### config.mk
export PLATFORM = sky130hd
export DESIGN_NAME = ddr2_cmd_sequencer
export DESIGN_NICKNAME = d
export VERILOG_FILES = /design/src/rtl/ddr2_pkg.sv /design/src/rtl/ddr2_timer.sv /design/src/rtl/ddr2_cmd_sequencer.sv
export SDC_FILE = /design/constraint.sdc
export NUM_CORES = 1
export LEC_CHECK = 0
export CAP_MARGIN = 20
export CORE_MARGIN = 2
export CORE_UTILIZATION = 57
export CTS_BUF_LIST = sky130_fd_sc_hd__clkbuf_4
export DETAILED_ROUTE_END_ITERATION = 16
export PLACE_DENSITY_LB_ADDON = 0.08
export SLEW_MARGIN = 20
export SYNTH_ARGS = -nofsm -noshare
export SYNTH_HDL_FRONTEND = slang
export SYNTH_HIERARCHICAL = 1
export SYNTH_SLANG_ARGS = --single-unit
### constraint.sdc
create_clock -name ck -period 3.8 [get_ports ck]
set_input_delay 0.76 -clock ck [delete_from_list [all_inputs] [get_ports ck]]
set_output_delay 0.76 -clock ck [all_outputs]
set_load 0.05 [all_outputs]
### src/rtl/ddr2_pkg.sv
// ddr2_pkg: command encodings, FSM states, address field slices and default timings
package ddr2_pkg;
  localparam int T_RCD_DEF = 3;
  localparam int T_RAS_DEF = 8;
  localparam int T_RP_DEF = 3;
  localparam int T_WR_DEF = 3;
  localparam int CL_DEF = 4;
  localparam int RD_TO_DEF = 16;
  localparam int TIMER_W = 5;
  localparam logic [3:0] CMD_ACT = 4'b0011;
  localparam logic [3:0] CMD_RD = 4'b0101;
  localparam logic [3:0] CMD_WR = 4'b0100;
  localparam logic [3:0] CMD_PRE = 4'b0010;
  localparam logic [3:0] CMD_NOP = 4'b0111;
  typedef enum logic [2:0] {S_INIT, S_IDLE, S_TRCD, S_WRLAT, S_RDWAIT, S_PREWAIT, S_TRP} state_t;
  function automatic logic [1:0] bank_of(input logic [24:0] a);
    return a[24:23];
  endfunction
  function automatic logic [12:0] row_of(input logic [24:0] a);
    return a[22:10];
  endfunction
  function automatic logic [12:0] col_of(input logic [24:0] a);
    return {3'b0, a[9:0]};
  endfunction
endpackage

### src/rtl/ddr2_timer.sv
// ddr2_timer: loadable down-counter; done while the count sits at zero
module ddr2_timer #(
  parameter int W = 5
) (
  input  logic         ck,
  input  logic         reset,
  input  logic         i_load,
  input  logic [W-1:0] i_value,
  output logic         o_done
);
  logic [W-1:0] r_cnt;
  // load takes priority, otherwise count down and stop at zero
  always_ff @(posedge ck)
    if (!reset) r_cnt <= '0;
    else if (i_load) r_cnt <= i_value;
    else if (r_cnt != '0) r_cnt <= r_cnt - 1'b1;
  assign o_done = (r_cnt == '0);
endmodule

### src/rtl/ddr2_cmd_sequencer.sv
// ddr2_cmd_sequencer: closed-page ACT -> RD/WR -> PRE sequencer with 8-beat bursts
module ddr2_cmd_sequencer
  import ddr2_pkg::*;
#(
  parameter int T_RCD = T_RCD_DEF,
  parameter int T_RAS = T_RAS_DEF,
  parameter int T_RP = T_RP_DEF,
  parameter int T_WR = T_WR_DEF,
  parameter int CL = CL_DEF,
  parameter int RD_TO = RD_TO_DEF
) (
  input  logic         ck,
  input  logic         reset,
  input  logic         req_valid,
  output logic         req_ready,
  input  logic         req_we,
  input  logic [24:0]  req_addr,
  input  logic [127:0] req_wdata,
  output logic         rsp_valid,
  output logic         rsp_err,
  output logic [127:0] rsp_rdata,
  output logic         cke,
  output logic         cs_n,
  output logic         ras_n,
  output logic         cas_n,
  output logic         we_n,
  output logic [12:0]  addr,
  output logic [1:0]   ba,
  output logic         wr_data_en,
  output logic [15:0]  wr_rise,
  output logic [15:0]  wr_fall,
  input  logic         rd_beat_valid,
  input  logic [31:0]  rd_beat
);
  state_t               r_state;
  logic                 r_cke, r_init_cnt, r_req_ready, r_rsp_valid, r_rsp_err, r_wr_data_en;
  logic                 r_we, r_err;
  logic [3:0]           r_cmd;
  logic [12:0]          r_addr;
  logic [1:0]           r_ba, r_cnt;
  logic [24:0]          r_req_addr;
  logic [127:0]         r_wdata, r_rdata, r_rsp_rdata;
  logic [15:0]          r_wr_rise, r_wr_fall;
  logic                 w_accept, w_issue, w_wr_end, w_pre, w_rd_last;
  logic                 w_t0_load, w_t2_load, w_t0_done, w_ras_done, w_t2_done;
  logic [TIMER_W-1:0]   w_t0_value, w_t2_value;
  // timer 0 spaces ACT->RD/WR, WR->data and PRE->IDLE; timer 2 covers write recovery or read timeout
  always_comb begin
    w_accept = (r_state == S_IDLE) && req_valid && r_req_ready;
    w_issue = (r_state == S_TRCD) && w_t0_done;
    w_wr_end = (r_state == S_WRLAT) && r_wr_data_en && (r_cnt == 2'd0);
    w_pre = (r_state == S_PREWAIT) && w_ras_done && (!r_we || w_t2_done);
    w_rd_last = rd_beat_valid && (r_cnt == 2'd3);
    w_t0_load = w_accept || (w_issue && r_we) || w_pre;
    w_t0_value = w_accept ? TIMER_W'(T_RCD - 1) : (w_pre ? TIMER_W'(T_RP - 1) : TIMER_W'(CL - 2));
    w_t2_load = (w_issue && !r_we) || w_wr_end;
    w_t2_value = r_we ? TIMER_W'(T_WR - 2) : TIMER_W'(RD_TO - 2);
  end
  ddr2_timer #(.W(TIMER_W)) u_t0 (.ck(ck), .reset(reset), .i_load(w_t0_load), .i_value(w_t0_value), .o_done(w_t0_done));
  ddr2_timer #(.W(TIMER_W)) u_ras (.ck(ck), .reset(reset), .i_load(w_accept), .i_value(TIMER_W'(T_RAS - 1)), .o_done(w_ras_done));
  ddr2_timer #(.W(TIMER_W)) u_t2 (.ck(ck), .reset(reset), .i_load(w_t2_load), .i_value(w_t2_value), .o_done(w_t2_done));
  // command FSM: every output registered, NOP unless a command is issued this cycle
  always_ff @(posedge ck) begin
    if (!reset) begin
      r_state <= S_INIT;
      r_cke <= 1'b0;
      r_init_cnt <= 1'b0;
      r_cmd <= CMD_NOP;
      r_addr <= '0;
      r_ba <= '0;
      r_req_ready <= 1'b0;
      r_rsp_valid <= 1'b0;
      r_rsp_err <= 1'b0;
      r_rsp_rdata <= '0;
      r_wr_data_en <= 1'b0;
      r_wr_rise <= '0;
      r_wr_fall <= '0;
      r_we <= 1'b0;
      r_err <= 1'b0;
      r_cnt <= '0;
      r_req_addr <= '0;
      r_wdata <= '0;
      r_rdata <= '0;
    end else begin
      r_cmd <= CMD_NOP;
      r_rsp_valid <= 1'b0;
      r_rsp_err <= 1'b0;
      case (r_state)
        S_INIT:
          if (!r_cke) r_cke <= 1'b1;
          else if (r_init_cnt) begin
            r_state <= S_IDLE;
            r_req_ready <= 1'b1;
          end else r_init_cnt <= 1'b1;
        S_IDLE:
          if (w_accept) begin
            r_we <= req_we;
            r_req_addr <= req_addr;
            r_wdata <= req_wdata;
            r_cmd <= CMD_ACT;
            r_addr <= row_of(req_addr);
            r_ba <= bank_of(req_addr);
            r_req_ready <= 1'b0;
            r_cnt <= '0;
            r_err <= 1'b0;
            r_rdata <= '0;
            r_state <= S_TRCD;
          end
        S_TRCD:
          if (w_t0_done) begin
            r_cmd <= r_we ? CMD_WR : CMD_RD;
            r_addr <= col_of(r_req_addr);
            r_state <= r_we ? S_WRLAT : S_RDWAIT;
          end
        S_WRLAT:
          if (w_wr_end) begin
            r_wr_data_en <= 1'b0;
            r_state <= S_PREWAIT;
          end else if (r_wr_data_en || w_t0_done) begin
            r_wr_data_en <= 1'b1;
            r_wr_rise <= r_wdata[{r_cnt, 5'd0} +: 16];
            r_wr_fall <= r_wdata[{r_cnt, 5'd16} +: 16];
            r_cnt <= r_cnt + 2'd1;
          end
        S_RDWAIT: begin
          if (rd_beat_valid) begin
            r_rdata[{r_cnt, 5'd0} +: 32] <= rd_beat;
            r_cnt <= r_cnt + 2'd1;
          end
          if (w_rd_last || w_t2_done) r_state <= S_PREWAIT;
          if (w_t2_done && !w_rd_last) r_err <= 1'b1;
        end
        S_PREWAIT:
          if (w_pre) begin
            r_cmd <= CMD_PRE;
            r_addr <= 13'h400;
            r_rsp_valid <= 1'b1;
            r_rsp_err <= r_err;
            r_rsp_rdata <= r_rdata;
            r_state <= S_TRP;
          end
        S_TRP:
          if (w_t0_done) begin
            r_state <= S_IDLE;
            r_req_ready <= 1'b1;
          end
        default: r_state <= S_INIT;
      endcase
    end
  end
  assign {cs_n, ras_n, cas_n, we_n} = r_cmd;
  assign cke = r_cke;
  assign addr = r_addr;
  assign ba = r_ba;
  assign req_ready = r_req_ready;
  assign rsp_valid = r_rsp_valid;
  assign rsp_err = r_rsp_err;
  assign rsp_rdata = r_rsp_rdata;
  assign wr_data_en = r_wr_data_en;
  assign wr_rise = r_wr_rise;
  assign wr_fall = r_wr_fall;
endmodule

==> metrics.yaml <==
pwr:
  p_leak_nw: 9.13
  total_power_mw: 9.72
  power_density_nw_per_um2: 413
  max-vdd-ir-drop_uv: 266
routing:
  viasPerCell: 5.76
  drtPass1Iterations: 5
  routed_wl_mm: 53.0
  dr_total_vias: 16900
  ant_nets: 0
  remaining_drc_errors: 0
  detail_route.wl_per_cell_um: 18.0
  drt_iter0_drc: 1535
placed_design:
  dp_hpwl_mm: 34.1
  portBuffers: 372
  dp_cells: 2748
  place_congestion: 0.879
  place_ws_ns: 0.838
sta:
  layout_min_cycle_time_ns: 2.77
  finalHoldViolCount: 0
  rsz0062_at_grt: "no"
  max_slew.worst_pin.slew_ns: 0.891
  fin_ws_ns: 1.03
  finalCritPeriodShare: 0.729
  clock.fmax_mhz: 361
  setup_viol: 0
  slew_headroom: 0.406
  fin_tns_setup_ns: 0
  slew_viol_final: 0
  skew_ns: 0.0688
hold_path:
  holdPathEnd: "rsp_rdata[91]$_SDFFE_PN0P_"
  hold_path.class: "reg2reg"
  hold_depth: 2
  worstHoldStart: "r_rdata[91]$_SDFFE_PN0P_"
finish:
  final_util: 0.742
  fin_cells: 2943
  final_nets: 2660
  area_growth_pct: 27.4
  drive_above_1_share: 0.100
critical_path:
  cp-startpoint: "wr_data_en$_SDFFE_PN0P_"
  crit_path_end_kind: "output port"
  worstPathBufferInverterCount: 1
  r2r_start: "u_t0/r_cnt[0]$_SDFFE_PN0P_"
  cp.required_ns: 3.04
  path_class: "reg2out"
  cp_cell_sequence: "clkdlybuf4s50_1"
  critPathTopFamily: "buffers and inverters"
  slowest_stage: "clkdlybuf4s50_1"
  rrSetupSlack_ns: 1.08
  critPathMaxStageDelay_ns: 0.87
  cp_max_fo: 5
  cp-start-kind: "flip-flop"
  path_depth: 1
  r2r-end: "wr_rise[6]$_SDFFE_PN0P_"
  ff2ff_path_depth: 7
  cp.arrival_ns: 2.01
yosys:
  synth.distinct_cells: 59
  synth_edf_count: 0
  synth-main-ff-cell: "dfxtp_1"
  syn_area_um2: 18500
  ys_warn_count: 6
  syn_avg_cell_area_um2: 8.65
  synth-async-reset-ratio: 0
  netlist_instances: 2135
  synth-seq-area-share: 0.512
  synth_seq_cells: 472
floorplan:
  die-area_um2: 33900
  coreArea_um2: 31700
  die_height_um: 184
  die_x_um: 184
  row_count: 65
  start_util: 0.582
  io_pins: 374
grt:
  grt_pass1_wl_mm: 83.4
  top_usage_layer: "met2"
  grt_use_total: 0.307
  grt_max_degree: 165
  use_met3: 0.0913
  grtUsageMet2: 0.491
  grt.overflow.total: 0
  antenna_found_initial: 4
  grt_util_met1: 0.400
  grt_pass1_vias: 16300
outcome:
  status: "complete, no violations"
clocking:
  clock_latency_ns: 0.76
  clock-sinks: 472
  root_buffer: "clkbuf_4"
  cts-resized-gates: 0
  holdBufCountCts: 0
  htreeDepth: 3
  cts_inserted_buffers: 114
  cts_buffer_depth: 3
  cts_tree: "built"
  postCtsSetupBuffers: 0
  path_clk_slew_ns: 0.06
run:
  drv_cap: 0
[cells by family (layout without fill, tap and decap cells)]
group,count (synthesis),after routing,share of synthesized area
flip-flops,472,472,0.512
XOR/XNOR,3,3,0.00142
multiplexers,34,34,0.0401
AO/OA/AOI/OAI,501,501,0.174
other,2,16,0.000407
adder cells (fa/ha/maj),8,8,0.00542
AND/OR/NAND/NOR,893,893,0.214
buffers and inverters,222,614,0.0533
[layer usage]
metal,wire length (um),vias up
met2,24800,677
met4,1110,0
met5,0,-
met3,4860,80
li1,-,8113
met1,22300,8074
[synth_stat cells (all sizes together), types with 21 or more instances]
cell type,instances,area share
nand2,638,0.13
dfxtp,472,0.51
a21oi,312,0.085
clkbuf,133,0.028
and3,98,0.033
a41o,96,0.052
nand3,88,0.024
buf,67,0.021
o21ai,35,0.0095
mux4,32,0.039
nor2,22,0.0045
inv,21,0.0043
[cell usage in the layout, fill, tap and decap left out, types with 24 or more instances in the layout]
cell	synthesis	layout
nand2_1	638	637
dfxtp_1	472	469
clkdlybuf4s50_1	0	371
a21oi_1	312	312
clkbuf_4	4	161
and3_1	98	98
a41o_1	96	96
nand3_1	88	88
mux4_2	32	32
o21ai_1	30	30
clkinv_1	1	24
[report_power, final]
part	switching, mW	internal (mW)
Combinational	0.389	0.360
Sequential	0.0707	5.01
Clock	1.95	1.94
Total	2.41	7.31
[through the flow]
step                cell area (um^2)  hold WS, ns
detailed placement             22200        0.440
finish                         23500        0.404
floorplan                      18500        0.427
CTS                            23500        0.404
global placement               22200        0.433
global route                   23500        0.430
[how the worst max path moves through the flow]
stage / slack [ns] / end
final: 1.03 / wr_data_en
after global routing: 0.93 / req_ready
after floorplan: 1.26 / u_t0/r_cnt[1]$_SDFFE_PN0P_
after CTS: 0.97 / wr_data_en
after global placement: 0.89 / r_wdata[100]$_SDFFE_PN0P_
after detailed placement: 0.84 / r_wdata[42]$_SDFFE_PN0P_
[area by class of cell]
class / count / area (um^2)
sequential: 472 / 9450
multi-input combinational: 1451 / 8100
clock inverter: 30 / 133
inverter: 22 / 92.6
fill: 2480 / 8200
tap: 402 / 503
timing repair buffer: 401 / 4020
clock buffer: 161 / 1210
antenna: 4 / 10.0
[state kept, by name (all words and copies together), names as in the netlist, 2 cells and up]
signal       flops
wr_rise         16
r_cmd            3
rsp_rdata      128
r_state          3
r_rdata        128
addr            13
u_ras/r_cnt      5
r_req_addr      10
ba               2
r_wdata        128
u_t0/r_cnt       5
r_cnt            2
u_t2/r_cnt       5
wr_fall         16
Power figures use the tool's default switching activity.
